File: config.mk
export PLATFORM = sky130hd
export DESIGN_NAME = nmr_scan_sequencer
export DESIGN_NICKNAME = d
export VERILOG_FILES = /design/src/rtl/nmr_scan_sequencer.sv
export SDC_FILE = /design/constraint.sdc
export NUM_CORES = 1
export LEC_CHECK = 0
export CAP_MARGIN = 20
export CORE_ASPECT_RATIO = 1.2
export CORE_UTILIZATION = 49
export DETAILED_ROUTE_END_ITERATION = 10
export PLACE_DENSITY = 0.87
export SLEW_MARGIN = 40
export SYNTH_ARGS = -nofsm -noshare
export SYNTH_HDL_FRONTEND = slang
export SYNTH_SLANG_ARGS = --single-unit
File: constraint.sdc
create_clock -name clk -period 3 [get_ports clk]
set_input_delay 0.6 -clock clk [delete_from_list [all_inputs] [get_ports clk]]
set_output_delay 0.6 -clock clk [all_outputs]
set_load 0.05 [all_outputs]
File: src/rtl/nmr_scan_sequencer.sv
// Multi-scan NMR pulse-sequence controller: ARM, EXCITE, DEAD, ACQ, WAIT_WR, RELAX per scan.
// All outputs are registered Moore decodes of the next state, so they line up with the state register.
module nmr_scan_sequencer #(
    parameter int CNT_W  = 32,
    parameter int SCAN_W = 16
) (
    input  logic              clk,
    input  logic              rst,
    input  logic              start,
    input  logic              abort,
    input  logic [CNT_W-1:0]  cfg_exc_time,
    input  logic [CNT_W-1:0]  cfg_dead_time,
    input  logic [CNT_W-1:0]  cfg_acq_time,
    input  logic [CNT_W-1:0]  cfg_tr_time,
    input  logic [SCAN_W-1:0] cfg_nb_scans,
    input  logic              wr_done,
    output logic              en_gen,
    output logic              en_acq,
    output logic              rst_writer,
    output logic [SCAN_W-1:0] scan_idx,
    output logic              busy,
    output logic              done,
    output logic [31:0]       sts,
    output logic [6:0]        Leds
);

    typedef enum logic [2:0] {
        S_IDLE    = 3'd0,
        S_ARM     = 3'd1,
        S_EXCITE  = 3'd2,
        S_DEAD    = 3'd3,
        S_ACQ     = 3'd4,
        S_WAIT_WR = 3'd5,
        S_RELAX   = 3'd6,
        S_DONE    = 3'd7
    } state_t;

    // A programmed duration of 0 behaves as 1, so the counter load is max(n,1)-1.
    function automatic logic [CNT_W-1:0] phase_load(input logic [CNT_W-1:0] n);
        return (n == {CNT_W{1'b0}}) ? {CNT_W{1'b0}} : (n - CNT_W'(1));
    endfunction

    state_t            r_state;
    logic [CNT_W-1:0]  r_cnt;
    logic [SCAN_W-1:0] r_scan;
    logic              r_aborted;
    logic [CNT_W-1:0]  r_exc_time;
    logic [CNT_W-1:0]  r_dead_time;
    logic [CNT_W-1:0]  r_acq_time;
    logic [CNT_W-1:0]  r_tr_time;
    logic [SCAN_W-1:0] r_nb_scans;

    state_t            w_state_nxt;
    logic [CNT_W-1:0]  w_cnt_nxt;
    logic [SCAN_W-1:0] w_scan_nxt;
    logic              w_aborted_nxt;
    logic              w_run_start;
    logic              w_cnt_zero;
    logic              w_last_scan;

    logic              w_en_gen;
    logic              w_en_acq;
    logic              w_rst_writer;
    logic              w_busy;
    logic              w_done;
    logic [31:0]       w_sts;
    logic [6:0]        w_leds;

    assign w_cnt_zero  = (r_cnt == {CNT_W{1'b0}});
    assign w_last_scan = (r_scan == (r_nb_scans - SCAN_W'(1)));

    // State register, phase counter, scan index, sticky abort flag and latched configuration.
    always_ff @(posedge clk) begin
        if (rst) begin
            r_state     <= S_IDLE;
            r_cnt       <= {CNT_W{1'b0}};
            r_scan      <= {SCAN_W{1'b0}};
            r_aborted   <= 1'b0;
            r_exc_time  <= {CNT_W{1'b0}};
            r_dead_time <= {CNT_W{1'b0}};
            r_acq_time  <= {CNT_W{1'b0}};
            r_tr_time   <= {CNT_W{1'b0}};
            r_nb_scans  <= {SCAN_W{1'b0}};
        end else begin
            r_state   <= w_state_nxt;
            r_cnt     <= w_cnt_nxt;
            r_scan    <= w_scan_nxt;
            r_aborted <= w_aborted_nxt;
            if (w_run_start) begin
                r_exc_time  <= cfg_exc_time;
                r_dead_time <= cfg_dead_time;
                r_acq_time  <= cfg_acq_time;
                r_tr_time   <= cfg_tr_time;
                r_nb_scans  <= cfg_nb_scans;
            end
        end
    end

    // Next-state logic; abort outranks every other transition while a run is active.
    always_comb begin
        w_state_nxt   = r_state;
        w_cnt_nxt     = r_cnt;
        w_scan_nxt    = r_scan;
        w_aborted_nxt = r_aborted;
        w_run_start   = 1'b0;
        if (abort && (r_state != S_IDLE) && (r_state != S_DONE)) begin
            w_state_nxt   = S_IDLE;
            w_aborted_nxt = 1'b1;
        end else begin
            case (r_state)
                S_IDLE: begin
                    if (start && (cfg_nb_scans != {SCAN_W{1'b0}})) begin
                        w_state_nxt   = S_ARM;
                        w_scan_nxt    = {SCAN_W{1'b0}};
                        w_aborted_nxt = 1'b0;
                        w_run_start   = 1'b1;
                    end else begin
                        w_state_nxt = S_IDLE;
                    end
                end
                S_ARM: begin
                    w_state_nxt = S_EXCITE;
                    w_cnt_nxt   = phase_load(r_exc_time);
                end
                S_EXCITE: begin
                    if (w_cnt_zero) begin
                        w_state_nxt = S_DEAD;
                        w_cnt_nxt   = phase_load(r_dead_time);
                    end else begin
                        w_cnt_nxt = r_cnt - CNT_W'(1);
                    end
                end
                S_DEAD: begin
                    if (w_cnt_zero) begin
                        w_state_nxt = S_ACQ;
                        w_cnt_nxt   = phase_load(r_acq_time);
                    end else begin
                        w_cnt_nxt = r_cnt - CNT_W'(1);
                    end
                end
                S_ACQ: begin
                    if (w_cnt_zero) begin
                        w_state_nxt = S_WAIT_WR;
                    end else begin
                        w_cnt_nxt = r_cnt - CNT_W'(1);
                    end
                end
                S_WAIT_WR: begin
                    if (wr_done) begin
                        w_state_nxt = S_RELAX;
                        w_cnt_nxt   = phase_load(r_tr_time);
                    end else begin
                        w_state_nxt = S_WAIT_WR;
                    end
                end
                S_RELAX: begin
                    if (!w_cnt_zero) begin
                        w_cnt_nxt = r_cnt - CNT_W'(1);
                    end else if (w_last_scan) begin
                        w_state_nxt = S_DONE;
                    end else begin
                        w_state_nxt = S_ARM;
                        w_scan_nxt  = r_scan + SCAN_W'(1);
                    end
                end
                S_DONE: begin
                    if (!start) begin
                        w_state_nxt = S_IDLE;
                    end else begin
                        w_state_nxt = S_DONE;
                    end
                end
                default: begin
                    w_state_nxt = S_IDLE;
                end
            endcase
        end
    end

    // Output decode from the next state so the registered outputs track r_state.
    always_comb begin
        w_en_gen     = 1'b0;
        w_en_acq     = 1'b0;
        w_rst_writer = 1'b0;
        w_busy       = 1'b0;
        w_done       = 1'b0;
        case (w_state_nxt)
            S_IDLE:    w_rst_writer = 1'b1;
            S_ARM: begin
                w_rst_writer = 1'b1;
                w_busy       = 1'b1;
            end
            S_EXCITE: begin
                w_en_gen = 1'b1;
                w_busy   = 1'b1;
            end
            S_DEAD:    w_busy = 1'b1;
            S_ACQ: begin
                w_en_acq = 1'b1;
                w_busy   = 1'b1;
            end
            S_WAIT_WR: w_busy = 1'b1;
            S_RELAX:   w_busy = 1'b1;
            S_DONE: begin
                w_rst_writer = 1'b1;
                w_done       = 1'b1;
            end
            default:   w_rst_writer = 1'b1;
        endcase
        w_sts  = {16'(w_scan_nxt), 10'd0, w_aborted_nxt, w_done, w_busy, w_state_nxt};
        w_leds = {w_done, w_busy, w_en_acq, w_en_gen, w_state_nxt};
    end

    // Output registers.
    always_ff @(posedge clk) begin
        if (rst) begin
            en_gen     <= 1'b0;
            en_acq     <= 1'b0;
            rst_writer <= 1'b1;
            scan_idx   <= {SCAN_W{1'b0}};
            busy       <= 1'b0;
            done       <= 1'b0;
            sts        <= 32'h0000_0000;
            Leds       <= 7'b000_0000;
        end else begin
            en_gen     <= w_en_gen;
            en_acq     <= w_en_acq;
            rst_writer <= w_rst_writer;
            scan_idx   <= w_scan_nxt;
            busy       <= w_busy;
            done       <= w_done;
            sts        <= w_sts;
            Leds       <= w_leds;
        end
    end

endmodule

## Word level (Yosys, flattened, before mapping)

Cells that the tools add are included.

| storage, ports and cells | value |
|---|---|
| input port bits | 149 |
| logic and storage cells | 95 |
| bits in registers | 240 |
| output and inout port bits | 60 |

| cells by class | value |
|---|---|
| reductions and logical operators | 17 |
| bitwise gates (word level) | 1 |
| eq/ne operators | 18 |
| add/subtract/negate cells | 7 |
| muxes and demuxes | 35 |

Operator list:

| operator | number |
|---|---|
| $mux W32 | 8 |
| $logic_not A32 Y1 | 5 |
| $pmux W32 S5 | 1 |
| $sub A32 B1 Y32 const B | 5 |
| $mux W16 | 4 |
| $pmux W16 S2 | 1 |
| $eq A3 B3 Y1 const B | 8 |
| $pmux W3 S8 | 1 |
| $mux W3 | 7 |
| $add A16 B1 Y16 const B | 1 |
| $eq A16 B16 Y1 | 1 |
| $reduce_bool A16 Y1 | 1 |
| $sub A16 B1 Y16 const B | 1 |
| $eq A3 B2 Y1 const B | 4 |
| $mux W1 | 12 |
| $eq A3 B1 Y1 const B | 2 |
| $logic_not A3 Y1 | 2 |
| $reduce_or A6 Y1 | 1 |
| $reduce_bool A5 Y1 | 1 |
| $ne A2 B2 Y1 const B | 2 |
| $reduce_and A4 Y1 | 1 |
| $logic_and A1 B1 Y1 | 3 |
| $ne A3 B3 Y1 const B | 1 |
| $reduce_bool A3 Y1 | 1 |
| other kinds (4) | 4 |

## Longest topological paths before layout

| logic depth | value |
|---|---|
| word-level depth | 9 |
| gate-level depth with buffers | 12 |
| gate-level depth less buffers | 10 |

## Least setup slack after synthesis

No wires, ideal clock.

| timing | value |
|---|---|
| kind | register -> register |
| start | register, netlist name scan_idx[15] |
| end | register scan_idx[0] |
| stages on the path, launching flop included | 10 |
| clock period less this slack | 2.911 ns |
| path buffers | 1 |
| required time | 2.879 ns |
| setup slack | 0.089 ns |
| arrival | 2.790 ns |
| setup time | 0.121 ns |
| cell sequence | dfxtp_1 > xnor2_1 > or4b_2 > a21oi_1 > a31o_2 > nand4_1 > o31ai_2 > clkbuf_1 > nor2_1 > mux2_2 |

RTL lines:

| what | line | source |
|---|---|---|
| end signal, assigned | 220 | `scan_idx <= {SCAN_W{1'b0}};` |
| end signal, assigned | 229 | `scan_idx <= w_scan_nxt;` |
| end, declared | 20 | `output logic [SCAN_W-1:0] scan_idx,` |

## Final worst setup path

| timing | value |
|---|---|
| start | register r_cnt[6] |
| end | register r_cnt[14] |

| on the way | value |
|---|---|
| longest elaborated chain between the ends | 3 |
| elaborated cells between the ends (all ways) | 8 |
| those cells by class | add/sub (1); eq/ne (1); mux (4); reduce/logical (2) |

RTL lines:

| what | line | source |
|---|---|---|
| start, declared | 44 | `logic [CNT_W-1:0] r_cnt;` |
| start signal, assigned | 76 | `r_cnt <= {CNT_W{1'b0}};` |
| start signal, assigned | 86 | `r_cnt <= w_cnt_nxt;` |
| $sub A32 B1 Y32 / $logic_not A32 Y1 (equally long branches) | - |  |
| $mux W32 (tied with other cells) | 142, 157 |  |
| $pmux W32 S5 / $reduce_and A4 Y1 (equally long branches) | - |  |

Parallel ways exist; a longest one is shown, timed or not. The select of a mux whose other input is x is not followed.
A chain may end at the register's enable or synchronous reset.

==> results by group <==
Drt
  • Detailed Route WL: 42.0 mm
  • Drt pass-1 iters: 5
  • Drt wl/cell: 18.5 um
  • Routed vias/inst: between 5 and 6
  • DR iter-0 viols: 1033
  • Via count: 13496
  • DRC viols: 0
  • ANT nets after route: 0

Worst setup path
  • Reg-to-Reg Start: r_cnt[6]
  • Startpoint Class: flop
  • Critical path class: reg -> reg
  • WP data required: 3.36 ns
  • FF-to-FF setup slack: 0.07 ns
  • Crit. Startpoint: r_cnt[6]
  • Worst path arrival time: roughly 3.3 ns
  • Peak fanout along the critical path: 12
  • CP Capture Type: flop
  • Crit Reg-Reg Endpoint: r_cnt[14]
  • Worst-case reg-to-reg path depth: 10

Synthesis
  • Synth area leaders: dfxtp_1, nand2_1, a21oi_1, xnor2_1, nor2_1
  • Share of the synthesized area in the top cell type: 0.325
  • Mapped Area: 12400 um^2
  • Gate count of the mapped netlist: 1702
  • Number of synthesized flops with an enable pin: 0
  • Post-synth ARST share: 0
  • Top-count cell post-synth: nand2_1
  • Distinct cells, synth: 77
  • Sequential-to-total area share from yosys stat: 0.325
  • Top FF cell, synth: dfxtp_1
  • Synth Register Bits: 201
  • Synth cell count leaders: nand2_1, dfxtp_1, a21oi_1, nor2_1, xnor2_1
  • Post-Syn Area per Cell: between 7 and 8 um^2
  • Warnings, synthesis: 0
  • Cell type with the largest total area after synthesis: dfxtp_1

Status
  • Outcome: completed

Place
  • GPL Wtd Cong: 0.996
  • Placed Cells: 2221
  • Port bufs: 198
  • DP Wirelength: 31.6 mm

Pwr
  • Worst VDD drop: 0.408 mV
  • Pwr dens: between 500 and 600 nW/um^2
  • Total Power: 8.22 mW
  • Leakage: 5.99 nW

Floorplan
  • Core region area: between 20000 and 25000 um^2
  • Initial Util: 0.500
  • Ports: 209
  • Row cnt: 63
  • Die area: 25900 um^2
  • Die width: 147 um
  • Die Y: 176 um

Finish
  • Syn-to-layout area delta: 30.4%
  • Layout Cells excl Fill: 2268
  • FILL cells: 2092
  • Layout cells sized above 1: 0.114
  • Layout Nets: around 2100
  • Number of antenna diodes: 0

Worst hold path
  • Worst min path class: reg -> reg
  • Min-Delay Endpoint: r_exc_time[8]
  • Hold_sp: r_exc_time[8]
  • Cell depth of the worst hold path: 2

STA
  • F_max: 341 MHz
  • Hold Violations, Final: 0
  • Crit share post-route: 0.977
  • RSZ-0062 raised after global routing: yes
  • Max-slew violations: 0
  • Slew HR: 0.453
  • Fin Clk Skew: 0.00987 ns
  • Min cycle time layout: between 2 and 3 ns
  • Worst slew pin tran: 0.821 ns
  • Worst hold slack: roughly 0.48 ns
  • Endpoints failing setup: 0

Clock network
  • CTS Buf Count: 22
  • CTS tree: built
  • Skew-Pair Late Insertion Delay: 0.52 ns
  • CTS Buffer Depth: 3
  • H-tree Lvls: 1
  • Sink Count: between 200 and 250
  • Clock-pin slew on the worst setup and hold paths: 0.07 ns
  • CTS root buf: clkbuf_16

GRT
  • Initial antenna violation count: 0
  • Largest net degree at the start of global routing: 75
  • Number of global-route vias before repair: 12799
  • Total congestion overflow: 0
  • First-pass GRT wire length: around 66 mm
  • GR Util All Layers: 0.317

Job
  • Max Cap Violations: 0
critical path: stages, from the launching register on:
cell and delay (ns):
dfxtp_1 0.36, or3_1 0.41, or4_1 0.59, nor4_4 0.33, buf_4 0.17, o21ai_1 0.10, buf_12 0.21, a21oi_2 0.18
nor4_1 0.08, o31ai_1 0.24, a21oi_1 0.10
report_power, final:
group          switching [mW]  internal (mW)
registers               0.178           2.81
clock network            1.19           1.89
logic                    1.21          0.951
per-stage QoR:
step / setup WS [ns] / cell area, um^2 / TNS (ns) / utilization
2_1_floorplan: 0.0890 / 12400 / 0 / -
4_1_cts: 0.0521 / 16000 / 0 / 0.645
6_report: 0.0685 / 16100 / 0 / 0.652
5_1_grt: -0.0429 / 16100 / -0.0635 / 0.652
3_5_place_dp: 0.0881 / 15100 / 0 / 0.612
3_3_place_gp: 0.0996 / 15100 / 0 / 0.612
layer usage:
metal | global-route usage | vias to the layer above | wire length [um]
met5 | 0 | - | 0
met4 | 0.193 | 0 | 2640
met3 | 0.0475 | 162 | 3060
met2 | 0.551 | 635 | 20300
met1 | 0.366 | 6288 | 16000
li1 | - | 6411 | -
cell type report:
cell class                      count  area (um^2)  share of cell area
Sequential cell                   201         4020               0.249
Tap cell                          325          407              0.0252
Clock inverter                     14          220              0.0136
Multi-Input combinational cell   1349         7740               0.480
Inverter                           26         97.6             0.00604
Clock buffer                       26          607              0.0376
Timing Repair Buffer              327         3050               0.189
layout by cell type (no fill, tap or decap), types with 7 or more instances in the layout:
cell type,instances
a211oi_1,10
a21oi_1,187
a31oi_1,13
and2_1,7
buf_12,8
buf_4,122
clkbuf_16,23
clkdlybuf4s50_1,197
conb_1,10
dfxtp_1,201
ha_1,10
inv_1,26
nand2_1,382
nand2b_1,16
nand3_1,31
nand3b_1,8
nand4_1,11
nor2_1,111
nor3_1,72
nor4_1,50
o211ai_1,9
o21ai_0,43
o21ai_1,9
o221ai_1,15
o22ai_1,33
o31ai_1,11
or3_1,21
or4_1,23
xnor2_1,98
xor2_1,44
how the worst max path moves through the flow:
stage,end,slack (ns),cells after the start
2_1_floorplan,scan_idx[0],0.09,9
4_1_cts,scan_idx[0],0.05,11
3_5_place_dp,scan_idx[0],0.09,11
5_1_grt,r_cnt[7],-0.04,10
3_3_place_gp,r_cnt[14],0.1,9
6_report,r_cnt[14],0.07,10
sequential cells by signal, indices dropped and copies added (netlist names):
register,count
rst_writer,1
scan_idx,16
Leds,2
r_dead_time,32
r_nb_scans,16
r_state,2
r_acq_time,32
r_cnt,32
r_tr_time,32
r_exc_time,32
sts,4
cell families after synthesis:
logic type / count (synthesis) / synth area share
buf+inv: 161 / 0.0627
flops: 201 / 0.325
xor+xnor: 144 / 0.102
other cells: 1 / 0.000303
fa+ha+maj: 10 / 0.0101
compound gates: 395 / 0.196
mux: 6 / 0.00505
simple gates: 784 / 0.299
what timing repair did:
item	CTS	global route
setup buffers	0	7
setup endpoints to repair	0	32
resized for setup	0	22
endpoints found under the hold margin	0	0
hold buffers	0	0
Note: power is estimated with default switching activity, not from simulation.
